### config.mk
export PLATFORM = sky130hd
export DESIGN_NAME = demux_stream_n_flat
export DESIGN_NICKNAME = d
export VERILOG_FILES = /design/src/rtl/demux_stream_n_if.sv /design/src/rtl/demux_stream_n.sv /design/src/flat_wrapper.sv
export SDC_FILE = /design/constraint.sdc
export NUM_CORES = 1
export LEC_CHECK = 0
export ABC_CLOCK_PERIOD_IN_PS = 1150
export CAP_MARGIN = 20
export CORE_MARGIN = 8
export CORE_UTILIZATION = 35
export CTS_BUF_LIST = sky130_fd_sc_hd__clkbuf_8
export CTS_CLUSTER_DIAMETER = 150
export CTS_CLUSTER_SIZE = 10
export DETAILED_ROUTE_END_ITERATION = 16
export GPL_TIMING_DRIVEN = 0
export MAX_ROUTING_LAYER = met4
export PLACE_DENSITY = 0.69
export SLEW_MARGIN = 20
export SYNTH_ARGS = -nofsm -noshare
export SYNTH_HDL_FRONTEND = slang
export SYNTH_SLANG_ARGS = --single-unit
### constraint.sdc
create_clock -name clk -period 1.15 [get_ports clk]
set_clock_uncertainty 0.1 [all_clocks]
set_input_delay 0.2875 -clock clk [delete_from_list [all_inputs] [get_ports clk]]
set_output_delay 0.2875 -clock clk [all_outputs]
set_load 0.005 [all_outputs]
### src/rtl/demux_stream_n_if.sv
// Stream bundle for demux_stream_n: one input stream, N_OUT output slots, and status.
// The master modport is the upstream/consumer side; the slave modport is the demux itself.
interface demux_stream_n_if #(
  parameter int WIDTH = 8,
  parameter int N_OUT = 4,
  parameter int SEL_W = 2,
  parameter int CNT_W = 16
);
  logic                   in_valid;
  logic                   in_ready;
  logic [WIDTH-1:0]       in_data;
  logic [SEL_W-1:0]       in_sel;
  logic [N_OUT-1:0]       out_valid;
  logic [N_OUT-1:0]       out_ready;
  logic [N_OUT*WIDTH-1:0] out_data;
  logic                   pend_any;
  logic [SEL_W-1:0]       pend_idx;
  logic                   drop_pulse;
  logic [CNT_W-1:0]       drop_count;

  modport master (
    output in_valid, in_data, in_sel, out_ready,
    input  in_ready, out_valid, out_data, pend_any, pend_idx, drop_pulse, drop_count
  );

  modport slave (
    input  in_valid, in_data, in_sel, out_ready,
    output in_ready, out_valid, out_data, pend_any, pend_idx, drop_pulse, drop_count
  );
endinterface

### src/rtl/demux_stream_n.sv
// 1-to-N streaming demux with one register slot per channel, pass-through on drain,
// highest-pending-channel status and a saturating out-of-range drop counter.
module demux_stream_n #(
  parameter int WIDTH     = 8,
  parameter int N_OUT     = 4,
  parameter int SEL_W     = 2,
  parameter int ZERO_IDLE = 1,
  parameter int CNT_W     = 16
) (
  input logic             clk,
  input logic             reset,
  demux_stream_n_if.slave bus
);

  logic [N_OUT-1:0]       valid_q, valid_d;
  logic [N_OUT*WIDTH-1:0] data_q, data_d;
  logic                   drop_q, drop_d;
  logic [CNT_W-1:0]       cnt_q, cnt_d;

  logic [N_OUT-1:0] sel_hit, drain, free, fill;
  logic             in_range, in_ready, accept;
  logic [SEL_W-1:0] pend_idx;

  function automatic logic [CNT_W-1:0] sat_inc(input logic [CNT_W-1:0] v);
    return (&v) ? v : v + CNT_W'(1);
  endfunction

  // Slot status and handshake; a select beyond N_OUT matches no slot and is always accepted
  always_comb begin
    for (int k = 0; k < N_OUT; k++) begin
      sel_hit[k] = (bus.in_sel == SEL_W'(k));
    end
    drain    = valid_q & bus.out_ready;
    free     = ~valid_q | drain;
    in_range = |sel_hit;
    in_ready = (|(sel_hit & free)) | ~in_range;
    accept   = bus.in_valid & in_ready;
    fill     = sel_hit & {N_OUT{accept}};
  end

  always_comb begin
    valid_d = valid_q;
    data_d  = data_q;
    for (int k = 0; k < N_OUT; k++) begin
      valid_d[k] = fill[k] | (valid_q[k] & ~drain[k]);
      if (fill[k]) begin
        data_d[k*WIDTH +: WIDTH] = bus.in_data;
      end else if (drain[k] && ZERO_IDLE != 0) begin
        data_d[k*WIDTH +: WIDTH] = '0;
      end
    end
    drop_d = accept & ~in_range;
    cnt_d  = drop_d ? sat_inc(cnt_q) : cnt_q;
  end

  // Register stage; reset also discards any beat accepted in the same cycle
  always_ff @(posedge clk) begin
    if (reset) begin
      valid_q <= '0;
      data_q  <= '0;
      drop_q  <= 1'b0;
      cnt_q   <= '0;
    end else begin
      valid_q <= valid_d;
      data_q  <= data_d;
      drop_q  <= drop_d;
      cnt_q   <= cnt_d;
    end
  end

  // Highest pending index wins: ascending scan, last hit overrides
  always_comb begin
    pend_idx = '0;
    for (int k = 0; k < N_OUT; k++) begin
      if (valid_q[k]) pend_idx = SEL_W'(k);
    end
  end

  assign bus.in_ready   = in_ready;
  assign bus.out_valid  = valid_q;
  assign bus.out_data   = data_q;
  assign bus.pend_any   = |valid_q;
  assign bus.pend_idx   = pend_idx;
  assign bus.drop_pulse = drop_q;
  assign bus.drop_count = cnt_q;

endmodule
### src/flat_wrapper.sv
// flat-port wrapper written by rule: the top's interface ports become plain ports
module demux_stream_n_flat 
#(
  parameter int WIDTH     = 8,
  parameter int N_OUT     = 4,
  parameter int SEL_W     = 2,
  parameter int ZERO_IDLE = 1,
  parameter int CNT_W     = 16
)
  (clk, reset, bus_in_valid, bus_in_data, bus_in_sel, bus_out_ready, bus_in_ready, bus_out_valid, bus_out_data, bus_pend_any, bus_pend_idx, bus_drop_pulse, bus_drop_count);
  demux_stream_n_if #(.WIDTH(WIDTH), .N_OUT(N_OUT), .SEL_W(SEL_W), .CNT_W(CNT_W)) bus_i ();
  input logic clk;
  input logic reset;
  input wire logic [$bits(bus_i.in_valid)-1:0] bus_in_valid;
  input wire logic [$bits(bus_i.in_data)-1:0] bus_in_data;
  input wire logic [$bits(bus_i.in_sel)-1:0] bus_in_sel;
  input wire logic [$bits(bus_i.out_ready)-1:0] bus_out_ready;
  output wire logic [$bits(bus_i.in_ready)-1:0] bus_in_ready;
  output wire logic [$bits(bus_i.out_valid)-1:0] bus_out_valid;
  output wire logic [$bits(bus_i.out_data)-1:0] bus_out_data;
  output wire logic [$bits(bus_i.pend_any)-1:0] bus_pend_any;
  output wire logic [$bits(bus_i.pend_idx)-1:0] bus_pend_idx;
  output wire logic [$bits(bus_i.drop_pulse)-1:0] bus_drop_pulse;
  output wire logic [$bits(bus_i.drop_count)-1:0] bus_drop_count;
  assign bus_i.in_valid = bus_in_valid;
  assign bus_i.in_data = bus_in_data;
  assign bus_i.in_sel = bus_in_sel;
  assign bus_i.out_ready = bus_out_ready;
  assign bus_in_ready = bus_i.in_ready;
  assign bus_out_valid = bus_i.out_valid;
  assign bus_out_data = bus_i.out_data;
  assign bus_pend_any = bus_i.pend_any;
  assign bus_pend_idx = bus_i.pend_idx;
  assign bus_drop_pulse = bus_i.drop_pulse;
  assign bus_drop_count = bus_i.drop_count;
  demux_stream_n #(.WIDTH(WIDTH), .N_OUT(N_OUT), .SEL_W(SEL_W), .ZERO_IDLE(ZERO_IDLE), .CNT_W(CNT_W)) u_core (.clk(clk), .reset(reset), .bus(bus_i));
endmodule
==> results of run 1 <==
-- path summary, 6_finish.rpt --
path	startpoint	end	slack, ns	cells past startpoint
hold / removal	bus_in_sel[0]	u_core.bus.out_valid[1]$_SDFF_PP0_	0.22	3
hold reg to reg	u_core.bus.out_data[30]$_SDFFE_PP0P_	u_core.bus.out_data[30]$_SDFFE_PP0P_	0.36	2
setup reg to reg	u_core.bus.out_valid[2]$_SDFF_PP0_	u_core.bus.out_data[22]$_SDFFE_PP0P_	-0.36	7
setup / recovery	u_core.bus.out_valid[3]$_SDFF_PP0_	bus_pend_any	-0.57	3
-- power by group --
part	leakage [uW]	total [uW]	internal (uW)	switching [uW]
combinational	0.000909	412	238	174
sequential	0.000456	1910	1880	30.5
clock	0.0000485	1020	470	547
-- stage by stage --
stage               total power (uW)  instance area (um2)  worst slack [ns]  hold slack [ns]
floorplan                       2104                 1923           -0.1360           0.3204
global placement                2321                 2744            -1.116           0.3413
detailed placement              2324                 2744            -1.123           0.3503
CTS                             3330                 2793           -0.5787           0.3425
global route                    3475                 3117           -0.6097           0.2123
finish                          3340                 3117           -0.5727           0.2237
-- registers in the layout (all words and copies together) (netlist names) --
register               count
u_core.bus.out_valid       4
u_core.bus.out_data       32
u_core.bus.drop_count     16
u_core.bus.drop_pulse      1
-- cell usage after synthesis --
library cell | n | area share
or2_1 | 1 | 0.0033
nand2_1 | 34 | 0.067
buf_4 | 1 | 0.0039
mux2i_1 | 32 | 0.17
a21o_1 | 1 | 0.0039
inv_1 | 1 | 0.0020
nor3_2 | 1 | 0.0052
nor2b_2 | 1 | 0.0046
dfxtp_1 | 53 | 0.55
or3_1 | 1 | 0.0033
nand3b_1 | 1 | 0.0039
clkbuf_1 | 1 | 0.0020
nor2b_1 | 17 | 0.055
and3_4 | 1 | 0.0059
nand3_1 | 1 | 0.0026
nand2b_1 | 12 | 0.039
a21oi_1 | 3 | 0.0078
mux4_2 | 1 | 0.012
nor2b_4 | 1 | 0.0072
buf_6 | 4 | 0.023
o21ba_1 | 1 | 0.0052
a21oi_2 | 4 | 0.018
buf_2 | 1 | 0.0026
conb_1 | 1 | 0.0020
-- cells by family after synthesis --
group | synth area share
AND/OR/NAND/NOR | 0.1970
AO/OA/AOI/OAI | 0.03522
other | 0.001955
buffers and inverters | 0.03391
flip-flops | 0.5532
multiplexers | 0.1787
-- area by class of cell --
class,count,share of cell area
clock buffers,6,0.02650
well taps,72,0.02890
inverters,1,0.001204
multi-input cells,114,0.2706
repair buffers,97,0.2862
flip-flops and latches,53,0.3645
plain buffers,7,0.02088
clock inverters,1,0.001204
-- metal layers --
layer | vias to the layer above | wire, um | track usage
met5 | - | 0 | -
met3 | 4 | 312 | 0.04406
met4 | 0 | 21 | 0.02080
li1 | 779 | - | -
met2 | 40 | 2303 | 0.1853
met1 | 696 | 2230 | 0.1432
-- worst max-delay path, cell delays in order, from the launching register on --
cell and delay [ns]:
dfxtp_4 0.37, or2_1 0.24, or3_1 0.30, buf_2 0.13
-- what timing repair did --
item                       CTS  global route
setup endpoints to repair  109            84
resized for setup          307            46
gates cloned                 0             1
setup buffers               13            10
pin swaps                    9            11
==> results by group, run 1 <==
Critical path
  – Arrival time worst endpoint: 1.34 ns
  – Nature of the critical path startpoint: register
  – CP Capture Type: output port
  – Crit Path Class: register to output port
  – CP required: 0.76 ns
  – CP Max Fanout: 4

Finish
  – Fin cells: 351
  – Filler cells: 507
  – Final core utilization: 0.5766
  – Final #Nets: 296
  – Commonest non-fill, non-tap cell in the layout: buf_6
  – Antenna diodes: 0
  – Register area: 1136 um2
  – Commonest cells after routing, fill and taps aside: buf_6 (53), dfxtp_2 (48), nand2_1 (34)
  – Area Growth Syn to Fin: 62.49%
  – Share of cells above drive strength 1: 0.5771
  – Multi-input logic area: 843.3 um2

Synth
  – Cell variety after synth: 24
  – Yosys reg bits: 53
  – Syn_nets: 192
  – Seq/Total Area, Yosys: 0.5532
  – Warning count from the yosys run: 0
  – Post-Syn Area: 1918 um2
  – Post-Syn Instances: 175
  – Synth Area per Inst: 10.96 um2

Floorplan
  – Area of the die: 8105 um2
  – Die width: 90.03 um
  – Core area: 5405 um2
  – # IOs: 74
  – Rows: 27
  – Initial Util: 0.3549
  – Die Y: 90.03 um

GRT
  – Grt ovf: 0
  – Initial antenna violation count: 0
  – Vias in the first global route: 1578
  – Gr usage total: 0.1182
  – First-pass GRT wire length: 7776 um
  – Largest net degree at the start of global routing: 15

Drt
  – DRC Markers: 0
  – Final ANT Viol Nets: 0
  – Drt pass-1 iters: 4
  – Vias/cell: 4.328
  – Avg WL per Cell: 13.87 um
  – Initial DRC Count: 82
  – Final wirelength: 4867 um
  – Vias: 1519

STA
  – Post-route setup TNS: -6.540 ns
  – Max-slew violation count: 0
  – RSZ-0062 raised after global routing: yes
  – Fin crit period: 1.723 ns
  – Final Cycle Share: 1.498
  – Worst Setup Slack, final: -0.5727 ns
  – Final hold vios: 0
  – Fmax: 0.5805 GHz
  – Final setup vio count: 41

Clock network
  – CTS Hold Bufs: 0
  – Clock transition at the registers of the reported paths: 0.09 ns
  – CTS root buf: clkbuf_8
  – CTS Buf Count: 5
  – Deepest clock path buffer count: 2
  – CTS sink count: 53
  – Clock latency on the worst-skew pair: 0.29 ns
  – CTS tree: yes
  – Htree depth: 2

Status
  – Failing checks: setup timing
  – Status: finished, violations left

Run
  – MaxCap Viol Count: 0

Pwr
  – Leakage: 0.001413 uW
  – Worst IR drop on VDD: 0.0007968 V
  – Pwr/cell area: 1072 nW/um2

Place
  – IO Port Bufs: 73
  – Gp weighted congestion: 0.7459
  – Placed Cells: 320
  – Hpwl dp: 3536 um

Min path
  – Hold Path Class: primary input to register
(Power assumes the default switching activity.)
==> run 2: changes to the inputs <==
- CAP_MARGIN: 20 -> default
- SLEW_MARGIN: 20 -> 15
==> results of run 2 <==
Same layout as run 1: the final DEF is identical, and so are final timing and power.
